==> src/rtl/read_count_pkg.sv <==
// read_count_pkg: widths, sequencer state codes and JVM opcode constants for the operand-byte counter
package read_count_pkg;
    localparam int PARAM_LEN = 3;
    localparam int SMNL = 4;
    localparam logic [SMNL-1:0] ST_FETCH = SMNL'(1);
    localparam logic [SMNL-1:0] ST_PARAM = SMNL'(2);
    localparam logic [7:0] OP_BIPUSH = 8'h10;
    localparam logic [7:0] OP_SIPUSH = 8'h11;
    localparam logic [7:0] OP_LDC = 8'h12;
    localparam logic [7:0] OP_LDC_W = 8'h13;
    localparam logic [7:0] OP_LDC2_W = 8'h14;
    localparam logic [7:0] OP_ILOAD = 8'h15;
    localparam logic [7:0] OP_ALOAD = 8'h19;
    localparam logic [7:0] OP_ISTORE = 8'h36;
    localparam logic [7:0] OP_ASTORE = 8'h3a;
    localparam logic [7:0] OP_IINC = 8'h84;
    localparam logic [7:0] OP_IFEQ = 8'h99;
    localparam logic [7:0] OP_JSR = 8'ha8;
    localparam logic [7:0] OP_RET = 8'ha9;
    localparam logic [7:0] OP_TABLESWITCH = 8'haa;
    localparam logic [7:0] OP_LOOKUPSWITCH = 8'hab;
    localparam logic [7:0] OP_GETSTATIC = 8'hb2;
    localparam logic [7:0] OP_INVOKESTATIC = 8'hb8;
    localparam logic [7:0] OP_INVOKEINTERFACE = 8'hb9;
    localparam logic [7:0] OP_INVOKEDYNAMIC = 8'hba;
    localparam logic [7:0] OP_NEW = 8'hbb;
    localparam logic [7:0] OP_NEWARRAY = 8'hbc;
    localparam logic [7:0] OP_ANEWARRAY = 8'hbd;
    localparam logic [7:0] OP_CHECKCAST = 8'hc0;
    localparam logic [7:0] OP_INSTANCEOF = 8'hc1;
    localparam logic [7:0] OP_WIDE = 8'hc4;
    localparam logic [7:0] OP_MULTIANEWARRAY = 8'hc5;
    localparam logic [7:0] OP_IFNULL = 8'hc6;
    localparam logic [7:0] OP_IFNONNULL = 8'hc7;
    localparam logic [7:0] OP_GOTO_W = 8'hc8;
    localparam logic [7:0] OP_JSR_W = 8'hc9;
endpackage

==> src/rtl/read_count_oplen_decode.sv <==
// jvm_oplen_decode: combinational opcode -> fixed operand length (op[7:0] in, len[2:0] out; switch/wide/reserved give 0)
module jvm_oplen_decode
    import read_count_pkg::*;
(
    input  logic [7:0] op,
    output logic [2:0] len
);
    always_comb begin
        len = 3'd0;
        case (op) inside
            OP_BIPUSH, OP_LDC, [OP_ILOAD:OP_ALOAD], [OP_ISTORE:OP_ASTORE], OP_RET, OP_NEWARRAY:
                len = 3'd1;
            OP_SIPUSH, OP_LDC_W, OP_LDC2_W, OP_IINC, [OP_IFEQ:OP_JSR], [OP_GETSTATIC:OP_INVOKESTATIC],
            OP_NEW, OP_ANEWARRAY, OP_CHECKCAST, OP_INSTANCEOF, OP_IFNULL, OP_IFNONNULL:
                len = 3'd2;
            OP_MULTIANEWARRAY:
                len = 3'd3;
            OP_INVOKEINTERFACE, OP_INVOKEDYNAMIC, OP_GOTO_W, OP_JSR_W:
                len = 3'd4;
            default:
                len = 3'd0;
        endcase
    end
endmodule

==> src/rtl/read_count.sv <==
// read_count: operand-byte counter (clk, reset active-low sync, iram_data[7:0], state[SMNL-1:0] in; count[PARAM_LEN-1:0] registered out)
module read_count
    import read_count_pkg::*;
(
    input  logic                 clk,
    input  logic                 reset,
    input  logic [7:0]           iram_data,
    input  logic [SMNL-1:0]      state,
    output logic [PARAM_LEN-1:0] count
);
    logic [2:0] len;
    logic [PARAM_LEN-1:0] load;
    jvm_oplen_decode u_dec (.op(iram_data), .len(len));
    // Size cast zero-extends or truncates; below 3 bits a length of 4 is not representable.
    assign load = PARAM_LEN'(len);
    always_ff @(posedge clk) begin
        if (!reset)
            count <= '0;
        else if (state == ST_FETCH)
            count <= load;
        else if (state == ST_PARAM && count != '0)
            count <= count - PARAM_LEN'(1);
    end
endmodule

==> config.mk <==
export PLATFORM = sky130hd
export DESIGN_NAME = read_count
export DESIGN_NICKNAME = d
export VERILOG_FILES = /design/src/rtl/read_count_pkg.sv /design/src/rtl/read_count_oplen_decode.sv /design/src/rtl/read_count.sv
export SDC_FILE = /design/constraint.sdc
export NUM_CORES = 1
export LEC_CHECK = 0
export CAP_MARGIN = 10
export CORE_AREA = 2 2 39 41
export CTS_CLUSTER_DIAMETER = 200
export CTS_CLUSTER_SIZE = 28
export DETAILED_ROUTE_END_ITERATION = 7
export DIE_AREA = 0 0 41 43
export DONT_BUFFER_PORTS = 1
export SYNTH_ARGS = -nofsm -noshare
export SYNTH_HDL_FRONTEND = slang
export SYNTH_HIERARCHICAL = 1
export SYNTH_SLANG_ARGS = --single-unit
==> constraint.sdc <==
create_clock -name clk -period 3.3 [get_ports clk]
set_input_delay 0 -clock clk [delete_from_list [all_inputs] [get_ports clk]]
set_output_delay 0 -clock clk [all_outputs]
set_load 0.05 [all_outputs]
==> impl_metrics.env <==
export IMPL_final_hold_violation_count=0
export IMPL_top_regs="count (3)"
export IMPL_die_area_um2=1760
export IMPL_cts_tree="done"
export IMPL_yosys_top_cells_area="dfxtp_1, nand4b_1, nor2b_1, nor4b_2, inv_1"
export IMPL_clkTransAtPathRegs_ns=0.04
export IMPL_peakVddDrop_uv=183
export IMPL_synth_cell_type_count=45
export IMPL_dr_first_iter_drc_count=7
export IMPL_status="finished, final reports clean"
export IMPL_dp_hpwl_mm=1.02
export IMPL_core_area_um2=1380
export IMPL_top_register="count"
export IMPL_postRouteAntennaNets=0
export IMPL_syn_avg_cell_area_um2=7.81
export IMPL_dpl_cell_area_um2=596
export IMPL_drt_total_wl_mm=1.45
export IMPL_clock_root_buffer="clkbuf_4"
export IMPL_synth_top_family_by_area="simple AND/OR/NAND/NOR gates"
export IMPL_synthToLayoutAreaGrowth_pct=5.68
export IMPL_hold_class="input port to flip-flop"
export IMPL_rsz0062_at_grt="false"
export IMPL_synthArstFlopShare_pct=0
export IMPL_power_frac_clock_pct=43.5
export IMPL_initial_core_util_pct=44.6
export IMPL_p_seq_share_pct=29.7
export IMPL_h_tree_depth=1
export IMPL_portBuffers=0
export IMPL_synth_area_leader_cell="dfxtp_1"
export IMPL_clk_latency_ns=0.24
export IMPL_synthXorXnorAreaFrac_pct=1.42
export IMPL_period_share_pct=77.9
export IMPL_gr_usage_all_layers_pct=19.1
export IMPL_synth_fa_ha_area_share_pct=4.06
export IMPL_ys_warn_count=6
export IMPL_yosysMostFrequentCell="inv_1"
export IMPL_setup_viol=0
export IMPL_synth_nets=95
export IMPL_p_sw_mw=0.0413
export IMPL_ys_ff_latch=3
export IMPL_slew_headroom_pct=63.5
export IMPL_drc=0
export IMPL_routabilityCongestion=0.667
export IMPL_final_cell_area_um2=652
export IMPL_synthFlopType="dfxtp_1"
export IMPL_cp_max_fo=3
export IMPL_path_class="flip-flop to flip-flop"
export IMPL_cts_resized_gates=0
export IMPL_internal_power_mw=0.107
export IMPL_synthMuxAreaShare_pct=5.07
export IMPL_pwr_density_cell_nw_per_um2=228
export IMPL_grt_pass1_vias=581
export IMPL_crit_path_end_kind="flip-flop"
export IMPL_arrival_ns=2.69
export IMPL_syn_area_um2=617
export IMPL_firstDrtPassIters=6
export IMPL_fillers=144
export IMPL_nets=97
export IMPL_grt_overflow=0
export IMPL_synth_simple_area_share_pct=38.7
export IMPL_yosys_top_cells_count="inv_1, nor2b_1, a21oi_1, nand4b_1, nor2_1"
export IMPL_p_comb_share_pct=26.8
export IMPL_grt_pass1_wl_mm=2.34
export IMPL_grt_max_degree=17
export IMPL_p_leak_nw=0.214
export IMPL_synth_edf_count=0
export IMPL_synth_top_area_share_pct=9.74
export IMPL_fin_tns_setup_ns=0
export IMPL_clock_path_buffers=2
export IMPL_clock_sinks=3
export IMPL_post_drt_wl_per_cell_um=15.1
export IMPL_finalCriticalPeriod_ns=2.57
export IMPL_row_count=14
export IMPL_worstMarginPinSlew_ns=0.546
export IMPL_fin_worst_skew_ns=0.00326
export IMPL_drive_gt1_share_pct=12.5
export IMPL_largest_register_ffs=3
export IMPL_max_freq_ghz=0.389
export IMPL_drv_slew=0
export IMPL_ios=17
export IMPL_crit_path_start_kind="flip-flop"
export IMPL_antenna_found_initial=0
export IMPL_synth_compound_area_share_pct=30.0
export IMPL_numCtsBuffers=3
export IMPL_antennaDiodeCount=0
export IMPL_yosysSeqAreaShare_pct=9.74
export IMPL_crit_required_ns=3.42
export IMPL_die_w_um=41
export IMPL_drv_cap=0
export IMPL_die_height_um=43
export IMPL_vias=616
export IMPL_power_switching_share_pct=27.8
export IMPL_netlist_instances=79
export IMPL_post_cts_setup_buffer_count=0
export IMPL_drt_vias_per_instance=6.42
[critical path: stages (launching register included)]
cell and delay (ns):
dfxtp_1 0.66, inv_1 0.13, ha_1 0.23, ha_1 0.20, nor4_1 0.34, mux2_2 0.24, a221oi_1 0.07, dlygate4sd3_1 0.58
[cell families (layout without fill, tap and decap cells)]
| logic type | after synthesis | in the layout |
|---|---|---|
| AO/OA/AOI/OAI | 25 | 25 |
| XOR/XNOR | 1 | 1 |
| adder cells (fa/ha/maj) | 2 | 2 |
| buffers and inverters | 13 | 14 |
| flip-flops | 3 | 3 |
| multiplexers | 3 | 3 |
| AND/OR/NAND/NOR | 32 | 32 |
[metrics by stage]
stage / util (%) / setup slack [ns] / hold WS, ns / total power [mW] / instances
2_1_floorplan: - / 1.39 / 0.104 / 0.0873 / 79
3_3_place_gp: 43.0 / 1.24 / 0.111 / 0.0805 / 89
3_5_place_dp: 43.0 / 1.21 / 0.110 / 0.0813 / 89
4_1_cts: 47.1 / 0.765 / 0.0152 / 0.151 / 96
5_1_grt: 47.1 / 0.590 / 0.0262 / 0.156 / 96
6_report: 47.1 / 0.731 / 0.0123 / 0.149 / 96
[layout make-up]
cell class                      count  area [um^2]  area share, %
Timing Repair Buffer                3         30.0           4.61
Sequential cell                     3         60.1           9.21
Multi-Input combinational cell     63          489           75.0
Tap cell                           16         20.0           3.07
Clock buffer                        4         26.3           4.03
Inverter                            7         26.3           4.03
[cells in the final DEF (no fill, tap or decap), types with 2 or more instances in the layout]
cell type | netlist | layout
dfxtp_1 | 3 | 3
nor2_1 | 4 | 4
nand4b_1 | 4 | 4
a21oi_1 | 4 | 4
dlygate4sd3_1 | 0 | 3
ha_1 | 2 | 2
mux2i_1 | 2 | 2
clkbuf_4 | 0 | 3
a32oi_1 | 3 | 3
o21ai_0 | 2 | 2
nand2_1 | 3 | 3
nor2b_1 | 5 | 5
o22ai_1 | 3 | 3
inv_1 | 7 | 7
nor4b_2 | 2 | 2
[power by group through the flow]
stage	logic, mW	registers, mW	clock network, mW
2_1_floorplan	0.0430	0.0443	0
6_report	0.0399	0.0441	0.0646
3_5_place_dp	0.0367	0.0446	0
5_1_grt	0.0443	0.0442	0.0679
4_1_cts	0.0396	0.0440	0.0669
3_3_place_gp	0.0359	0.0446	0
[layer usage]
| metal | up-vias | global-route usage (%) | part of all wire [%] |
|---|---|---|---|
| met1 | 288 | 22.8 | 40 |
| met3 | 2 | 4.19 | 5.9 |
| met4 | 0 | 8.00 | 0.76 |
| met2 | 19 | 30.9 | 53 |
| met5 | - | 0 | 0 |
| li1 | 307 | - | - |
[worst paths after layout]
path	start	end	slack (ns)	cells after the start
worst max register to register	count[0]	count[0]	0.73	7
worst max-delay path	count[0]	count[0]	0.73	7
worst min register to register	count[1]	count[1]	0.71	2
worst min-delay path	state[1]	count[1]	0.01	2
[repair_timing]
action                     4_1_cts  5_1_grt
hold buffers                     3        0
setup endpoints to repair        0        0
hold endpoints to repair         3        0
Power figures use the tool's default switching activity.
